--- src/rtl/proc_defs.sv ---
// Shared encodings for the 16-bit simple processor control path:
// opcodes, sequencing steps and ALU function codes.
package proc_defs;

  typedef enum logic [1:0] {
    T0 = 2'd0,
    T1 = 2'd1,
    T2 = 2'd2,
    T3 = 2'd3
  } state_t;

  localparam logic [2:0] OP_MV  = 3'b000;
  localparam logic [2:0] OP_MVI = 3'b001;
  localparam logic [2:0] OP_ADD = 3'b010;
  localparam logic [2:0] OP_SUB = 3'b011;
  localparam logic [2:0] OP_AND = 3'b100;
  localparam logic [2:0] OP_OR  = 3'b101;

  localparam logic [1:0] ALU_ADD = 2'b00;
  localparam logic [1:0] ALU_SUB = 2'b01;
  localparam logic [1:0] ALU_AND = 2'b10;
  localparam logic [1:0] ALU_OR  = 2'b11;

  function automatic logic is_alu_op(input logic [2:0] op);
    logic res;
    case (op)
      OP_ADD, OP_SUB, OP_AND, OP_OR: res = 1'b1;
      default:                       res = 1'b0;
    endcase
    return res;
  endfunction

  // Flipping bit 1 of the low opcode bits lands add/sub/and/or on 00/01/10/11.
  function automatic logic [1:0] alu_code(input logic [2:0] op);
    return op[1:0] ^ 2'b10;
  endfunction

endpackage

--- src/rtl/control_unit_if.sv ---
// Handshake and control bundle between the sequencer and the datapath
// (bus mux, register file, A/G registers, ALU).
interface control_unit_if #(
  parameter int DIN_WIDTH = 16
) ();

  logic                 Run;
  logic [DIN_WIDTH-1:0] DIN;
  logic [7:0]           Rout;
  logic [7:0]           Rin;
  logic                 Gout;
  logic                 DINout;
  logic                 Ain;
  logic                 Gin;
  logic [1:0]           AluOp;
  logic                 Done;
  logic                 Busy;

  modport master (
    output Run, DIN,
    input  Rout, Rin, Gout, DINout, Ain, Gin, AluOp, Done, Busy
  );

  modport slave (
    input  Run, DIN,
    output Rout, Rin, Gout, DINout, Ain, Gin, AluOp, Done, Busy
  );

endinterface

--- src/rtl/control_unit_dec3to8.sv ---
// 3-to-8 one-hot decoder with enable; index 0 maps to the MSB so that
// bit 7 selects R0 and bit 0 selects R7.
module dec3to8 (
  input  logic       en,
  input  logic [2:0] idx,
  output logic [7:0] onehot
);

  // Shift a single MSB marker down by the register index.
  always_comb begin
    onehot = 8'b0000_0000;
    if (en) begin
      onehot = 8'b1000_0000 >> idx;
    end else begin
      onehot = 8'b0000_0000;
    end
  end

endmodule

--- src/rtl/control_unit.sv ---
// Sequencing FSM for the 16-bit simple processor: captures an instruction
// in T0 and decodes T1..T3 into bus-source selects and register enables.
module control_unit
  import proc_defs::*;
#(
  parameter int DIN_WIDTH = 16
) (
  input  logic              Clock,
  input  logic              Resetn,
  control_unit_if.slave     bus
);

  state_t     state_q, state_d;
  logic [8:0] ir_q, ir_d;

  logic [2:0] op_s, x_s, y_s;
  logic       rout_en_s, rin_en_s;
  logic [2:0] rout_idx_s;
  logic [7:0] rout_s, rin_s;
  logic       gout_s, dinout_s, ain_s, gin_s, done_s;
  logic [1:0] aluop_s;
  logic       unused_din_s;

  assign op_s = ir_q[8:6];
  assign x_s  = ir_q[5:3];
  assign y_s  = ir_q[2:0];

  // Only the low nine bits of DIN carry an instruction.
  assign unused_din_s = ^bus.DIN[DIN_WIDTH-1:9];

  // Next-state and instruction capture; Run is only looked at in T0.
  always_comb begin
    state_d = state_q;
    ir_d    = ir_q;
    case (state_q)
      T0: begin
        if (bus.Run) begin
          ir_d    = bus.DIN[8:0];
          state_d = T1;
        end else begin
          state_d = T0;
        end
      end
      T1: begin
        if (is_alu_op(op_s)) begin
          state_d = T2;
        end else begin
          state_d = T0;
        end
      end
      T2:      state_d = T3;
      T3:      state_d = T0;
      default: state_d = T0;
    endcase
  end

  // State and IR registers.
  always_ff @(posedge Clock or negedge Resetn) begin
    if (!Resetn) begin
      state_q <= T0;
      ir_q    <= 9'd0;
    end else begin
      state_q <= state_d;
      ir_q    <= ir_d;
    end
  end

  // Moore output decode; at most one bus source is ever selected per step.
  always_comb begin
    rout_en_s  = 1'b0;
    rout_idx_s = 3'd0;
    rin_en_s   = 1'b0;
    gout_s     = 1'b0;
    dinout_s   = 1'b0;
    ain_s      = 1'b0;
    gin_s      = 1'b0;
    aluop_s    = ALU_ADD;
    done_s     = 1'b0;
    case (state_q)
      T0: begin
        done_s = 1'b0;
      end
      T1: begin
        case (op_s)
          OP_MV: begin
            rout_en_s  = 1'b1;
            rout_idx_s = y_s;
            rin_en_s   = 1'b1;
            done_s     = 1'b1;
          end
          OP_MVI: begin
            dinout_s = 1'b1;
            rin_en_s = 1'b1;
            done_s   = 1'b1;
          end
          OP_ADD, OP_SUB, OP_AND, OP_OR: begin
            rout_en_s  = 1'b1;
            rout_idx_s = x_s;
            ain_s      = 1'b1;
          end
          default: begin
            done_s = 1'b1;
          end
        endcase
      end
      T2: begin
        rout_en_s  = 1'b1;
        rout_idx_s = y_s;
        gin_s      = 1'b1;
        aluop_s    = alu_code(op_s);
      end
      T3: begin
        gout_s   = 1'b1;
        rin_en_s = 1'b1;
        done_s   = 1'b1;
      end
      default: begin
        done_s = 1'b0;
      end
    endcase
  end

  dec3to8 u_rout_dec (
    .en     (rout_en_s),
    .idx    (rout_idx_s),
    .onehot (rout_s)
  );

  dec3to8 u_rin_dec (
    .en     (rin_en_s),
    .idx    (x_s),
    .onehot (rin_s)
  );

  assign bus.Rout   = rout_s;
  assign bus.Rin    = rin_s;
  assign bus.Gout   = gout_s;
  assign bus.DINout = dinout_s;
  assign bus.Ain    = ain_s;
  assign bus.Gin    = gin_s;
  assign bus.AluOp  = aluop_s;
  assign bus.Done   = done_s;
  assign bus.Busy   = (state_q != T0);

endmodule

--- src/flat_wrapper.sv ---
// flat-port wrapper written by rule: the top's interface ports become plain ports
module control_unit_flat import proc_defs::*;
#(
  parameter int DIN_WIDTH = 16
)
  (Clock, Resetn, bus_Run, bus_DIN, bus_Rout, bus_Rin, bus_Gout, bus_DINout, bus_Ain, bus_Gin, bus_AluOp, bus_Done, bus_Busy);
  control_unit_if #(.DIN_WIDTH(DIN_WIDTH)) bus_i ();
  input  logic Clock;
  input  logic Resetn;
  input wire logic [$bits(bus_i.Run)-1:0] bus_Run;
  input wire logic [$bits(bus_i.DIN)-1:0] bus_DIN;
  output wire logic [$bits(bus_i.Rout)-1:0] bus_Rout;
  output wire logic [$bits(bus_i.Rin)-1:0] bus_Rin;
  output wire logic [$bits(bus_i.Gout)-1:0] bus_Gout;
  output wire logic [$bits(bus_i.DINout)-1:0] bus_DINout;
  output wire logic [$bits(bus_i.Ain)-1:0] bus_Ain;
  output wire logic [$bits(bus_i.Gin)-1:0] bus_Gin;
  output wire logic [$bits(bus_i.AluOp)-1:0] bus_AluOp;
  output wire logic [$bits(bus_i.Done)-1:0] bus_Done;
  output wire logic [$bits(bus_i.Busy)-1:0] bus_Busy;
  assign bus_i.Run = bus_Run;
  assign bus_i.DIN = bus_DIN;
  assign bus_Rout = bus_i.Rout;
  assign bus_Rin = bus_i.Rin;
  assign bus_Gout = bus_i.Gout;
  assign bus_DINout = bus_i.DINout;
  assign bus_Ain = bus_i.Ain;
  assign bus_Gin = bus_i.Gin;
  assign bus_AluOp = bus_i.AluOp;
  assign bus_Done = bus_i.Done;
  assign bus_Busy = bus_i.Busy;
  control_unit #(.DIN_WIDTH(DIN_WIDTH)) u_core (.Clock(Clock), .Resetn(Resetn), .bus(bus_i));
endmodule
--- config.mk ---
export PLATFORM = sky130hd
export DESIGN_NAME = control_unit_flat
export DESIGN_NICKNAME = d
export VERILOG_FILES = /design/src/rtl/proc_defs.sv /design/src/rtl/control_unit_if.sv /design/src/rtl/control_unit_dec3to8.sv /design/src/rtl/control_unit.sv /design/src/flat_wrapper.sv
export SDC_FILE = /design/constraint.sdc
export NUM_CORES = 1
export LEC_CHECK = 0
export CELL_PAD_IN_SITES_DETAIL_PLACEMENT = 1
export CELL_PAD_IN_SITES_GLOBAL_PLACEMENT = 2
export CORE_MARGIN = 3
export CORE_UTILIZATION = 25
export CTS_BUF_LIST = sky130_fd_sc_hd__clkbuf_8
export CTS_CLUSTER_SIZE = 30
export DETAILED_ROUTE_END_ITERATION = 8
export PLACE_DENSITY = 0.93
export SETUP_SLACK_MARGIN = 0.4
export SLEW_MARGIN = 20
export SYNTH_ARGS = -nofsm -noshare
export SYNTH_HDL_FRONTEND = slang
export SYNTH_HIERARCHICAL = 1
export SYNTH_SLANG_ARGS = --single-unit
--- constraint.sdc ---
create_clock -name Clock -period 6.1 [get_ports Clock]
set_input_delay 1.22 -clock Clock [delete_from_list [all_inputs] [get_ports Clock]]
set_output_delay 1.22 -clock Clock [all_outputs]
set_load 0.1 [all_outputs]
After elaboration in Yosys (flattened, before gate mapping). Index checks and enable logic that the tools add are counted.

Input port bits: 19. Output and inout port bits: 24. Register bits after elaboration: 11.

Reduce and logical (&&, ||, !) cells: 7. Equality and inequality tests: 8. Muxes and demuxes: 21. Shifts and indexed selects: 2. Bitwise operators: 1.

Operators with widths (number): $mux W8 (2); $shr A8 B3 Y8 const A (2); $pmux W3 S2 (2); $mux W1 (11); $pmux W2 S4 (1); $eq A3 B2 Y1 const B (2); $eq A3 B3 Y1 const B (2); $pmux W1 S2 (3); $reduce_or A5 Y1 (1); $eq A2 B2 Y1 const B (2); $mux W2 (2); $reduce_or A4 Y1 (1); $eq A3 B1 Y1 const B (1); $logic_not A3 Y1 (1); $eq A2 B1 Y1 const B (1); $logic_not A2 Y1 (1); $reduce_and A2 Y1 (1); $reduce_bool A2 Y1 (1); $reduce_or A2 Y1 (1); $not A1 Y1 (1).

Depth between registers and ports, before layout. Gate-level depths: netlist of run 1.

Depth after elaboration: 6. Depth in mapped cells: 6.

By module. The synthesis of run 1 kept the hierarchy.

By module, submodules not included: control_unit (instances 1, cells each 51, area an instance 619.3 µm²); dec3to8 (instances 2, cells each 8, area an instance 96.3 µm²).

Worst setup path after synthesis of run 1. OpenSTA, ideal clock, no wires.

Path kind: register -> output. From: register u_core.state_q[0]. To: output bus_Rout[7]. Slack: 1.409 ns. Stages on the path, launching flop included: 6. Data required time: 4.880 ns. Arrival time: 3.471 ns. Cell sequence: dfrtp_1 > inv_1 > ha_1 > o21bai_4 > a32o_1 > nor4b_2.

Longest elaborated chain between the ends: 4.

Ends and longest elaborated chain: start, declared (line control_unit.sv:13) `state_t state_q, state_d;`; start signal, assigned (line control_unit.sv:63) `state_q <= state_d;`; $eq A2 B2 Y1 / $eq A2 B1 Y1 (equally long branches) (line control_unit.sv:79) `case (state_q)`; $pmux W3 S2 * (line control_unit.sv:79); net u_core.rout_idx_s[1] (line control_unit.sv:18) `logic [2:0] rout_idx_s;`; $shr A8 B3 Y8 * (line control_unit_dec3to8.sv:13) `onehot = 8'b1000_0000 >> idx;`; $mux W8 * (line control_unit_dec3to8.sv:12) `if (en) begin`; end, declared (line flat_wrapper.sv:12) `output wire logic [$bits(bus_i.Rout)-1:0] bus_Rout;`.

Mark *: on every way through the listed nets, which the timed path passes. The rest lies on a longest branch.

==> flow_summary.ini, run 1 <==
[yosys]
synth_seq_area_share = 0.339
yosys.area.top_type = dfrtp_1
synth_top_area_frac = 0.339
syn_avg_cell_area_um2 = 12.1
syn_area_um2 = 812
syn_nets = 91
ys_warn_count = 6
synth_area_leaders = dfrtp_1, mux2_2, and4bb_2
synth_cell_types = 23
synthCells = 67
synth-seq-cells = 11

[power]
swShare = 0.572
clock_power_share = 0.099
p_int_uw = 310
combPwrFrac = 0.678
p_per_area_nw_per_um2 = 574
power_frac_seq = 0.224
p_sw_uw = 414
total_power_uw = 724
leakagePower_nw = 0.507
irDropWorstVdd_uv = 239

[die]
io-pin-count = 43
initial_core_util = 0.264
die_w_um = 63.0
floorplan.rows = 20
fp.coreArea_um2 = 3080
die_h_um = 63.0
die_area_um2 = 3970

[clocking]
cts_tree = built
clk_pin_slew_worst_paths_ns = 0.05
cts_htree_levels = 1
cts_setup_buffers = 0
clk_latency_ns = 0.24
cts_buffer_depth = 2
postCtsHoldBufs = 0
clkSinkCount = 11
cts-root-buf = clkbuf_8
cts_buffers = 3
cts_resized = 0

[min_path]
whs_path_depth = 1
holdPathEnd = u_core/ir_q[2]
worstHoldPathType = flop to flop
min-delay-start = u_core/ir_q[2]

[layout]
antennaDiodeCount = 0
seqCellArea_um2 = 275
drive_gt1_frac = 0.292
final_cell_area_um2 = 1260
finalCoreUtilization = 0.410
mostFrequentLayoutCell = clkdlybuf4s50_1
fillers = 360
final_cell_mix = clkdlybuf4s50_1, dfrtp_1, mux2_2
multiInputGateArea_um2 = 518
layout.cells.non_filler = 150
syn_to_final_growth_pct = 55.5
finalNetCount = 131

[global_route]
grt_pass1_vias = 698
antenna_found_initial = 0
track_usage = 0.107
grt_max_degree = 12
grt_remaining_overflow = 0
grt_first_pass_wirelength_um = 3350

[sta]
finalSetupViolCount = 0
tns_ns = 0
finClkSkew_ns = 0.00728
period_minus_slack_ns = 4.60
timing.fmax_mhz = 217
drv_slew = 0
rsz0062_at_grt = no
setup_slack_ns = 1.50
timing.final.crit_share = 0.754
hold_viol_final = 0
holdWs_ns = 0.521
worstMarginPinSlew_ns = 0.996
maxSlewHeadroom = 0.334

[placed_design]
place.gp.congestion = 0.694
dp_slack_ns = 1.76
portBuffers = 35
dpl_cell_area_um2 = 1220
dp_hpwl_um = 1650
place_inst = 146

[critical_path]
reg2reg_depth = 4
crit_fanout = 8
worstReg2RegEnd = u_core/ir_q[0]
regToRegSetupSlack_ns = 4.55
required_ns = 4.88
cp-start-kind = flop
critPathArrivalTime_ns = 3.38
r2r_start = u_core/state_q[0]
setup.worst_path.class = flop to output port
end_kind = output port

[outcome]
status = completed

[route]
vias_per_cell = 4.33
vias = 650
wirelength_um = 2010
drtPass1Iterations = 3
ant_nets = 0
drcViolationCount = 0
wire_per_inst_um = 13.4
dr.first_iter.drc_count = 24

[job]
drv_cap = 0
## area by class of cell
cell class / instances / share of cell area
clock buffers: 3 / 0.0327
flip-flops and latches: 11 / 0.218
clock inverters: 1 / 0.00297
well taps: 44 / 0.0436
repair buffers: 35 / 0.278
multi-input cells: 51 / 0.410
inverters: 5 / 0.0149
## power by group through the flow
stage | registers [mW] | logic, mW | clock network, mW
after global routing | 0.175 | 0.519 | 0.0779
after global placement | 0.158 | 0.483 | 0
after floorplan | 0.147 | 0.396 | 0
final | 0.162 | 0.491 | 0.0714
after CTS | 0.163 | 0.497 | 0.0738
after detailed placement | 0.164 | 0.495 | 0
## worst max-delay path by stage
stage	from	endpoint	slack (ns)	cells past startpoint
2_1_floorplan	u_core/state_q[0]	bus_Rout[7]	1.41	5
3_3_place_gp	flop	bus_Rout[2]	1.88	7
3_5_place_dp	flop	bus_Rout[0]	1.76	7
4_1_cts	flop	bus_Rout[0]	1.48	7
5_1_grt	flop	bus_Rout[0]	1.32	7
6_report	flop	bus_Rout[0]	1.50	7
## flip-flops by register name, summed over array words and instances (netlist names), named ones only
name,count
u_core/ir_q,9
u_core/state_q,1
## synthesized netlist by cell type
cell type and instances:
nand2b_1 1, and2_1 2, and4b_2 6, inv_1 5
nor2b_1 2, o21bai_4 1, nand2_1 2, dfrtp_1 11
a31oi_1 1, or3b_4 1, a32o_1 3, o21ai_0 1
o21bai_1 1, and3_1 1, nor4b_2 2, xor2_1 1
nand3_1 1, ha_1 5, mux2_2 10, and4_2 2
and4bb_2 6, or3b_1 1, nor2_1 1
## worst max-delay path, cell delays in order (launching register included)
cell and delay [ns]:
dfrtp_1 0.40, inv_1 0.12, ha_1 0.28, or3b_4 0.45, o21bai_4 0.16, a32o_1 0.32, and4_2 0.26, clkdlybuf4s50_1 1.15
## per-layer routing
layer / up-vias / wire, um / track usage
met5: - / 0 / 0
met4: 0 / 0 / 0.0413
met3: 0 / 100 / 0.0198
met2: 19 / 1070 / 0.204
met1: 291 / 831 / 0.114
li1: 340 / - / -
## logic make-up (layout without fill, tap and decap cells)
kind of cell	Yosys count	in the layout	share of synthesized area
buf+inv	5	44	0.0231
compound gates	7	7	0.0832
simple gates	28	28	0.328
flops	11	11	0.339
xor+xnor	1	1	0.0108
fa+ha+maj	5	5	0.0770
mux	10	10	0.139
Note: power is estimated with default switching activity, not from simulation.
==> run 2, diff against run 1 <==
CORE_UTILIZATION = 21   (was 25)
PLACE_DENSITY = 0.84   (was 0.93)
clock period = 3.95 ns   (was 6.1 ns; I/O delays follow)
==> flow_summary.ini, run 2 (synthesis results as in run 1) <==
[sta]
timing.fmax_mhz = 299
drv_slew = 0
maxSlewHeadroom = 0.356
hold_viol_final = 0
period_minus_slack_ns = 3.34
finalSetupViolCount = 0
timing.final.crit_share = 0.847
tns_ns = 0
finClkSkew_ns = 0.000239
worstMarginPinSlew_ns = 0.963
rsz0062_at_grt = no

[critical_path]
critPathArrivalTime_ns = 2.55
reg2reg_depth = 4
worstReg2RegEnd = u_core/ir_q[1]
crit_fanout = 8
setup.worst_path.class = flop to output port
required_ns = 3.16
regToRegSetupSlack_ns = 2.41
critPathCapture = bus_Rout[1]
end_kind = output port
cp-start-kind = flop
r2r_start = u_core/state_q[0]

[route]
vias_per_cell = 4.66
wirelength_um = 2060
wire_per_inst_um = 13.6
drtPass1Iterations = 4
topRoutingLayerUsed = met4
wl_met1_um = 870
vias = 708
dr.first_iter.drc_count = 26
drcViolationCount = 0
ant_nets = 0
dr_wl_met3_um = 140
wl_met2_um = 1040

[clocking]
cts-root-buf = clkbuf_8
cts_buffer_depth = 2
cts_setup_buffers = 0
postCtsHoldBufs = 0
cts_buffers = 3
cts_tree = built
clk_pin_slew_worst_paths_ns = 0.05
clk_latency_ns = 0.24
cts_htree_levels = 1
cts_resized = 0
clkSinkCount = 11

[global_route]
antenna_found_initial = 0
grt_max_degree = 12
grt_remaining_overflow = 0
grt_pass1_vias = 687
track_usage = 0.0927
grt_first_pass_wirelength_um = 3250

[die]
die_area_um2 = 4650
initial_core_util = 0.231
die_w_um = 68.2
floorplan.rows = 21
fp.coreArea_um2 = 3520
io-pin-count = 43
die_h_um = 68.2

[layout]
mostFrequentLayoutCell = buf_4
largest_reg_flops = 9
max_flop_register = u_core/ir_q
syn_to_final_growth_pct = 51.5
drive_gt1_frac = 0.509
top_regs = u_core/ir_q: 9 flops, u_core/state_q: 1 flops
antennaDiodeCount = 0
final_cell_mix = buf_4, clkdlybuf4s50_1, dfrtp_1, mux2_2
finalNetCount = 131

[job]
drv_cap = 0

[outcome]
status = completed

[placed_design]
portBuffers = 35
place.gp.congestion = 0.780
dp_hpwl_um = 1670

[min_path]
worstHoldPathType = flop to flop
## run 2: cell types whose count changed in the layout (fill, tap and decap cells not counted)
cell / before / now
nor4b_2: 2 / 0
buf_4: 0 / 22
clkdlybuf4s50_1: 35 / 13
nor4b_4: 0 / 2
nor2b_1: 2 / 1
nor2b_2: 0 / 1
## run 2: worst max-delay path, stage by stage, from the launching register on
cell      delay (ns)
dfrtp_1         0.40
inv_1           0.12
ha_1            0.28
or3b_4          0.45
o21bai_4        0.16
a32o_1          0.35
and4b_2         0.27
buf_4           0.29
## run 2: through the flow
step | hold WS (ns) | setup WS, ns | instances | area, um^2 | util
after floorplan | 0.480 | 0.319 | 67 | 832 | -
after global placement | 0.488 | 0.957 | 148 | 1180 | 0.337
after detailed placement | 0.505 | 0.864 | 148 | 1180 | 0.337
after CTS | 0.517 | 0.595 | 152 | 1230 | 0.349
after global routing | 0.550 | 0.443 | 152 | 1230 | 0.349
final | 0.513 | 0.606 | 152 | 1230 | 0.349
## run 2: routing by layer
layer,vias to the layer above,GRT usage
li1,339,-
met1,343,0.114
met2,24,0.156
met3,2,0.0246
met4,0,0.0298
met5,-,0
## run 2: worst min path at each step
stage | start | endpoint | slack (ns) | cells after the start
2_1_floorplan | u_core/ir_q[1] | u_core/ir_q[1] | 0.48 | 1
3_3_place_gp | u_core/ir_q[1] | u_core/ir_q[1] | 0.49 | 1
3_5_place_dp | u_core/ir_q[1] | u_core/ir_q[1] | 0.50 | 1
4_1_cts | u_core/ir_q[1] | u_core/ir_q[1] | 0.52 | 1
5_1_grt | u_core/ir_q[1] | u_core/ir_q[1] | 0.55 | 1
6_report | u_core/ir_q[1] | u_core/ir_q[1] | 0.51 | 1
## run 2: layout make-up
class | count | area [um^2]
Tap cell | 46 | 57.6
Clock inverter | 1 | 3.75
Inverter | 5 | 18.8
Sequential cell | 11 | 275
Fill cell | 399 | 2290
Clock buffer | 3 | 41.3
Multi-Input combinational cell | 51 | 538
Timing Repair Buffer | 35 | 295
Power of run 2 is left out: the tool's default activity adds up to more than one toggle a clock period on the data nets, which glitch-free logic cannot reach.
